$ cat config.mk
export PLATFORM = sky130hd
export DESIGN_NAME = z88_mem_arbiter
export DESIGN_NICKNAME = d
export VERILOG_FILES = /design/src/rtl/z88_mem_pkg.sv /design/src/rtl/z88_mem_decode.sv /design/src/rtl/z88_mem_arbiter.sv
export SDC_FILE = /design/constraint.sdc
export NUM_CORES = 1
export LEC_CHECK = 0
export BUFFER_PORTS_ARGS = -buffer_cell sky130_fd_sc_hd__buf_2
export CORE_ASPECT_RATIO = 1.5
export CORE_MARGIN = 2
export CORE_UTILIZATION = 35
export CTS_BUF_LIST = sky130_fd_sc_hd__clkbuf_4
export DETAILED_ROUTE_END_ITERATION = 10
export SLEW_MARGIN = 20
export SYNTH_ARGS = -nofsm -noshare
export SYNTH_HDL_FRONTEND = slang
export SYNTH_SLANG_ARGS = --single-unit
$ cat constraint.sdc
create_clock -name clk -period 5.6 [get_ports clk]
set_clock_uncertainty 0.15 [all_clocks]
set_input_delay 0.56 -clock clk [delete_from_list [all_inputs] [get_ports clk]]
set_output_delay 0.56 -clock clk [all_outputs]
set_load 0.005 [all_outputs]
$ cat src/rtl/z88_mem_pkg.sv
// Shared types and constants for the Z88 external memory arbiter.
// Holds the arbiter state encoding and the address region codes.
package z88_mem_pkg;

  typedef enum logic [1:0] {
    ST_IDLE   = 2'd0,
    ST_C_ACC  = 2'd1,
    ST_V_ACC  = 2'd2,
    ST_C_HOLD = 2'd3
  } arb_state_e;

  localparam logic [2:0] REG_ROM    = 3'b000;
  localparam logic [2:0] REG_RAM    = 3'b001;
  localparam logic [7:0] NONE_RDATA = 8'hFF;

endpackage

$ cat src/rtl/z88_mem_decode.sv
// Region decode of a 22-bit translated address into ROM / RAM selects.
// Anything outside the two low 512K regions decodes to neither.
module z88_mem_decode
  import z88_mem_pkg::*;
(
  input  logic [21:0] addr_i,
  output logic        is_rom_o,
  output logic        is_ram_o
);

  // The chip offset is routed around this block; only the region bits matter.
  logic unused_offset;
  assign unused_offset = ^addr_i[18:0];

  assign is_rom_o = (addr_i[21:19] == REG_ROM);
  assign is_ram_o = (addr_i[21:19] == REG_RAM);

endmodule

$ cat src/rtl/z88_mem_arbiter.sv
// Arbitrates the single external SRAM/ROM bus between the Z80 and the LCD
// fetch engine, sequencing setup/strobe/capture with registered strobes.
module z88_mem_arbiter
  import z88_mem_pkg::*;
#(
  parameter int unsigned ACC_CYCLES = 2,
  parameter int unsigned VID_STARVE = 4
) (
  input  logic        clk,
  input  logic        reset_n,
  input  logic        cpu_req_i,
  input  logic        cpu_we_i,
  input  logic [21:0] cpu_a_i,
  input  logic [7:0]  cpu_wdata_i,
  output logic [7:0]  cpu_rdata_o,
  output logic        cpu_wait_n_o,
  input  logic        vid_req_i,
  input  logic [21:0] vid_a_i,
  output logic        vid_ack_o,
  output logic [7:0]  vid_rdata_o,
  output logic [18:0] mem_a_o,
  output logic [7:0]  mem_do_o,
  input  logic [7:0]  mem_di_ram_i,
  input  logic [7:0]  mem_di_rom_i,
  output logic        ram_ce_n_o,
  output logic        rom_ce_n_o,
  output logic        mem_oe_n_o,
  output logic        mem_we_n_o
);

  localparam logic [2:0] CNT_LAST   = 3'(ACC_CYCLES - 1);
  localparam logic [3:0] STARVE_MAX = 4'(VID_STARVE);

  arb_state_e  state_q, state_d;
  logic [2:0]  cnt_q, cnt_d;
  logic [3:0]  starve_q, starve_d;
  logic        wr_q, wr_d;
  logic        rom_q, rom_d;
  logic        ram_q, ram_d;
  logic [18:0] mem_a_q, mem_a_d;
  logic [7:0]  mem_do_q, mem_do_d;
  logic [7:0]  cpu_rdata_q, cpu_rdata_d;
  logic [7:0]  vid_rdata_q, vid_rdata_d;
  logic        vid_ack_q, vid_ack_d;
  logic        ram_ce_n_q, ram_ce_n_d;
  logic        rom_ce_n_q, rom_ce_n_d;
  logic        oe_n_q, oe_n_d;
  logic        we_n_q, we_n_d;

  logic        grant_vid;
  logic        grant_any;
  logic        grant_wr;
  logic [21:0] grant_a;
  logic        dec_rom;
  logic        dec_ram;
  logic        acc_last;
  logic [7:0]  rd_data;

  // Video wins only when the CPU is idle or has used up its starvation budget.
  assign grant_vid = vid_req_i & (~cpu_req_i | (starve_q == STARVE_MAX));
  assign grant_any = vid_req_i | cpu_req_i;
  assign grant_wr  = ~grant_vid & cpu_we_i;
  assign grant_a   = grant_vid ? vid_a_i : cpu_a_i;

  z88_mem_decode u_decode (
    .addr_i   (grant_a),
    .is_rom_o (dec_rom),
    .is_ram_o (dec_ram)
  );

  // Unmapped accesses have nothing to wait for, so they end after one clock.
  assign acc_last = (~rom_q & ~ram_q) | (cnt_q == CNT_LAST);
  assign rd_data  = ram_q ? mem_di_ram_i : (rom_q ? mem_di_rom_i : NONE_RDATA);

  always_comb begin
    state_d     = state_q;
    cnt_d       = cnt_q;
    starve_d    = starve_q;
    wr_d        = wr_q;
    rom_d       = rom_q;
    ram_d       = ram_q;
    mem_a_d     = mem_a_q;
    mem_do_d    = mem_do_q;
    cpu_rdata_d = cpu_rdata_q;
    vid_rdata_d = vid_rdata_q;
    vid_ack_d   = 1'b0;
    ram_ce_n_d  = ram_ce_n_q;
    rom_ce_n_d  = rom_ce_n_q;
    oe_n_d      = oe_n_q;
    we_n_d      = we_n_q;

    case (state_q)
      ST_IDLE: begin
        if (!vid_req_i) begin
          starve_d = 4'd0;
        end
        if (grant_any) begin
          cnt_d      = 3'd0;
          wr_d       = grant_wr;
          rom_d      = dec_rom;
          ram_d      = dec_ram;
          mem_a_d    = grant_a[18:0];
          ram_ce_n_d = ~dec_ram;
          rom_ce_n_d = ~dec_rom;
          oe_n_d     = ~((dec_rom | dec_ram) & ~grant_wr);
          we_n_d     = 1'b1;
          if (grant_vid) begin
            state_d  = ST_V_ACC;
            starve_d = 4'd0;
          end else begin
            state_d  = ST_C_ACC;
            mem_do_d = cpu_wdata_i;
            if (vid_req_i && (starve_q != STARVE_MAX)) begin
              starve_d = starve_q + 4'd1;
            end
          end
        end
      end

      ST_C_ACC, ST_V_ACC: begin
        if (acc_last) begin
          ram_ce_n_d = 1'b1;
          rom_ce_n_d = 1'b1;
          oe_n_d     = 1'b1;
          we_n_d     = 1'b1;
          if (state_q == ST_C_ACC) begin
            state_d = ST_C_HOLD;
            if (!wr_q) begin
              cpu_rdata_d = rd_data;
            end
          end else begin
            state_d     = ST_IDLE;
            vid_rdata_d = rd_data;
            vid_ack_d   = 1'b1;
          end
        end else begin
          cnt_d  = cnt_q + 3'd1;
          // First clock of a write is address/data setup; we_n follows it.
          we_n_d = ~(wr_q & ram_q);
        end
      end

      ST_C_HOLD: begin
        if (!cpu_req_i) begin
          state_d = ST_IDLE;
        end
      end

      default: state_d = ST_IDLE;
    endcase
  end

  always_ff @(posedge clk) begin
    if (!reset_n) begin
      state_q     <= ST_IDLE;
      cnt_q       <= 3'd0;
      starve_q    <= 4'd0;
      wr_q        <= 1'b0;
      rom_q       <= 1'b0;
      ram_q       <= 1'b0;
      mem_a_q     <= 19'd0;
      mem_do_q    <= 8'd0;
      cpu_rdata_q <= 8'd0;
      vid_rdata_q <= 8'd0;
      vid_ack_q   <= 1'b0;
      ram_ce_n_q  <= 1'b1;
      rom_ce_n_q  <= 1'b1;
      oe_n_q      <= 1'b1;
      we_n_q      <= 1'b1;
    end else begin
      state_q     <= state_d;
      cnt_q       <= cnt_d;
      starve_q    <= starve_d;
      wr_q        <= wr_d;
      rom_q       <= rom_d;
      ram_q       <= ram_d;
      mem_a_q     <= mem_a_d;
      mem_do_q    <= mem_do_d;
      cpu_rdata_q <= cpu_rdata_d;
      vid_rdata_q <= vid_rdata_d;
      vid_ack_q   <= vid_ack_d;
      ram_ce_n_q  <= ram_ce_n_d;
      rom_ce_n_q  <= rom_ce_n_d;
      oe_n_q      <= oe_n_d;
      we_n_q      <= we_n_d;
    end
  end

  assign cpu_wait_n_o = ~(cpu_req_i & (state_q != ST_C_HOLD));
  assign cpu_rdata_o  = cpu_rdata_q;
  assign vid_ack_o    = vid_ack_q;
  assign vid_rdata_o  = vid_rdata_q;
  assign mem_a_o      = mem_a_q;
  assign mem_do_o     = mem_do_q;
  assign ram_ce_n_o   = ram_ce_n_q;
  assign rom_ce_n_o   = rom_ce_n_q;
  assign mem_oe_n_o   = oe_n_q;
  assign mem_we_n_o   = we_n_q;

endmodule

==> flow_metrics.tcl <==
set metrics [dict create \
    final_area_um2 3540 \
    synthCells 322 \
    yosysMostFrequentCell "nor2_1" \
    final_nets 513 \
    viasPerCell 4.84 \
    start_kind "flip-flop" \
    multi_input_comb_area_um2 1400 \
    worst_slack_ns 3.10 \
    clk_pin_slew_ns 0.11 \
    synth_nets 402 \
    post_cts_resized 0 \
    routabilityCongestion 0.783 \
    clk_latency_ns 0.41 \
    clk_root_buffer_cell "clkbuf_4" \
    drt_wl_total_mm 6.73 \
    drv_slew 0 \
    grt_max_degree 54 \
    placed_cell_area_um2 3370 \
    drtAntennaViolNets 0 \
    finish.utilization 0.465 \
    setup.worst_path.class "reg -> reg" \
    synth.area.top_cells "dfxtp_1 (44%), nor2_1 (9.5%), mux2i_1 (8.3%)" \
    hold_depth 3 \
    grt_pass1_wl_mm 11.1 \
    cts_hold_buf 0 \
    arrival_ns 2.66 \
    dp_hpwl_mm 4.94 \
    drt-pass1-iter-count 5 \
    period_minus_slack_ns 2.50 \
    grt.total_usage 0.160 \
    dieHeight_um 113 \
    post-cts-setup-buffers 0 \
    synth_largest_area_cell "dfxtp_1" \
    vdd_drop_max_mv 0.184 \
    htree_levels 3 \
    dpl_worst_slack_ns 3.06 \
    clock.fmax_mhz 399 \
    rows 39 \
    clockBufferDepth 2 \
    setup_violations 0 \
    avgRoutedWirePerCell_um 12.5 \
    ios 122 \
    vias 2614 \
    ys_dominant_reg_cell "dfxtp_1" \
    cts.sinks 60 \
    synthTopCellsByCount "nor2_1 (70), dfxtp_1 (60), a21oi_1 (29)" \
    finalHoldViolCount 0 \
    synth_seq_cells 60 \
    syn_area_um2 2760 \
    seq_area_um2 1200 \
    max_slew_margin 0.291 \
    fin_crit_sh 0.447 \
    hold_slack_ns 0.236 \
    setup_tns_ns 0 \
    nFillCells 795 \
    die_area_um2 8630 \
    status "finished clean" \
    cts_buffers 9 \
    yosysSeqAreaShare 0.435 \
    initial_core_util 0.363 \
    drt_iter0_markers 81 \
    avgSynthCellArea_um2 8.57 \
    maxCapViolations 0 \
    p_per_area_nw_per_um2 471 \
    core_um2 7610 \
    diodes 0 \
    required_ns 5.76 \
    reg2reg_depth 7 \
    min_path_type "in -> reg" \
    io_buffers 121 \
    critPathCaptureType "flip-flop" \
    rsz0062_at_grt "false" \
    drive_above_1_share 0.342 \
    ys_async_sr_fraction 0 \
    die_x_um 76.5 \
    yosys_warnings 0 \
    syn2layout_area_growth_pct 28.2 \
    grt_pass1_vias 2507 \
    drc_errors 0 \
    gr-total-overflow 0 \
    crit_fanout 27 \
    synth_edf_count 0 \
    antenna_found_initial 0 \
    worstMarginPinSlew_ns 1.06 \
    cts_tree "yes" \
    p_leak_nw 1.63 \
    yosysTopAreaCellShare 0.435 \
    ys_types 40 \
]
-- critical path: stages (launching register included) --
cell      delay (ns)
dfxtp_1         0.35
inv_1           0.07
ha_1            0.20
nand3b_4        0.12
a21boi_4        0.83
mux2_2          0.43
nor3_1          0.16
o21ai_0         0.08
-- path summary, 6_finish.rpt --
kind                            slack [ns]                      from                  endpoint
worst min-delay path                  0.24            cpu_wdata_i[6]  mem_do_o[6]$_SDFFE_PN0P_
worst max-delay path                  3.10  starve_q[0]$_SDFFE_PN0P_   ram_ce_n_o$_SDFFE_PN1P_
worst min register to register        0.32  mem_do_o[6]$_SDFFE_PN0P_  mem_do_o[6]$_SDFFE_PN0P_
worst max register to register        3.10  starve_q[0]$_SDFFE_PN0P_   ram_ce_n_o$_SDFFE_PN1P_
-- flip-flops by register name, indices dropped and copies added (netlist names) --
register	count
rom_q	1
mem_we_n_o	1
cpu_rdata_o	8
state_q	2
cnt_q	3
vid_ack_o	1
rom_ce_n_o	1
mem_do_o	8
starve_q	4
mem_a_o	19
wr_q	1
ram_ce_n_o	1
ram_q	1
mem_oe_n_o	1
vid_rdata_o	8
-- cell families (layout without fill, tap and decap cells) --
family / Yosys count / after routing / share of synthesized area
and+or+nand+nor: 119 / 119 / 0.191
AOI/OAI and AO/OA: 80 / 80 / 0.186
DFF: 60 / 60 / 0.435
adders and majority gates: 7 / 7 / 0.0317
muxes: 26 / 26 / 0.0970
buffers and inverters: 30 / 146 / 0.0594
-- per-stage QoR --
step | total power [W] | cells
2_1_floorplan | 0.00112 | 322
5_1_grt | 0.00182 | 540
4_1_cts | 0.00169 | 540
6_report | 0.00167 | 540
3_3_place_gp | 0.00132 | 524
3_5_place_dp | 0.00133 | 524
-- power by group --
group	switching [W]	total, W	internal (W)
registers	0.0000654	0.000614	0.000549
clock network	0.000163	0.000349	0.000186
logic	0.000418	0.000704	0.000286
-- routing by layer --
layer	wire length, um	GRT usage	vias up	part of all wire
met3	499	0.0463	14	0.074
met4	182	0.0933	0	0.027
met2	3210	0.277	114	0.48
met1	2840	0.174	1139	0.42
li1	-	-	1347	-
met5	0	0	-	0
-- layout make-up --
cell class              instances  share of cell area
clock inverters                 6              0.0251
inverters                       8             0.00849
flip-flops and latches         60               0.339
well taps                     102              0.0361
clock buffers                  10              0.0212
multi-input cells             232               0.396
repair buffers                122               0.173
-- layout by cell type (no fill, tap or decap), types with 4 or more instances in the layout --
master,netlist,layout
mux2i_1,23,23
clkbuf_4,0,10
o21ai_0,7,7
a211oi_1,21,21
ha_1,7,7
nor2_1,70,70
o22ai_1,12,12
nand2_1,22,22
buf_2,9,121
nor2b_1,4,4
inv_1,7,7
nor3_1,6,6
a21oi_1,29,29
dfxtp_1,60,60
Note: power is estimated with default switching activity, not from simulation.
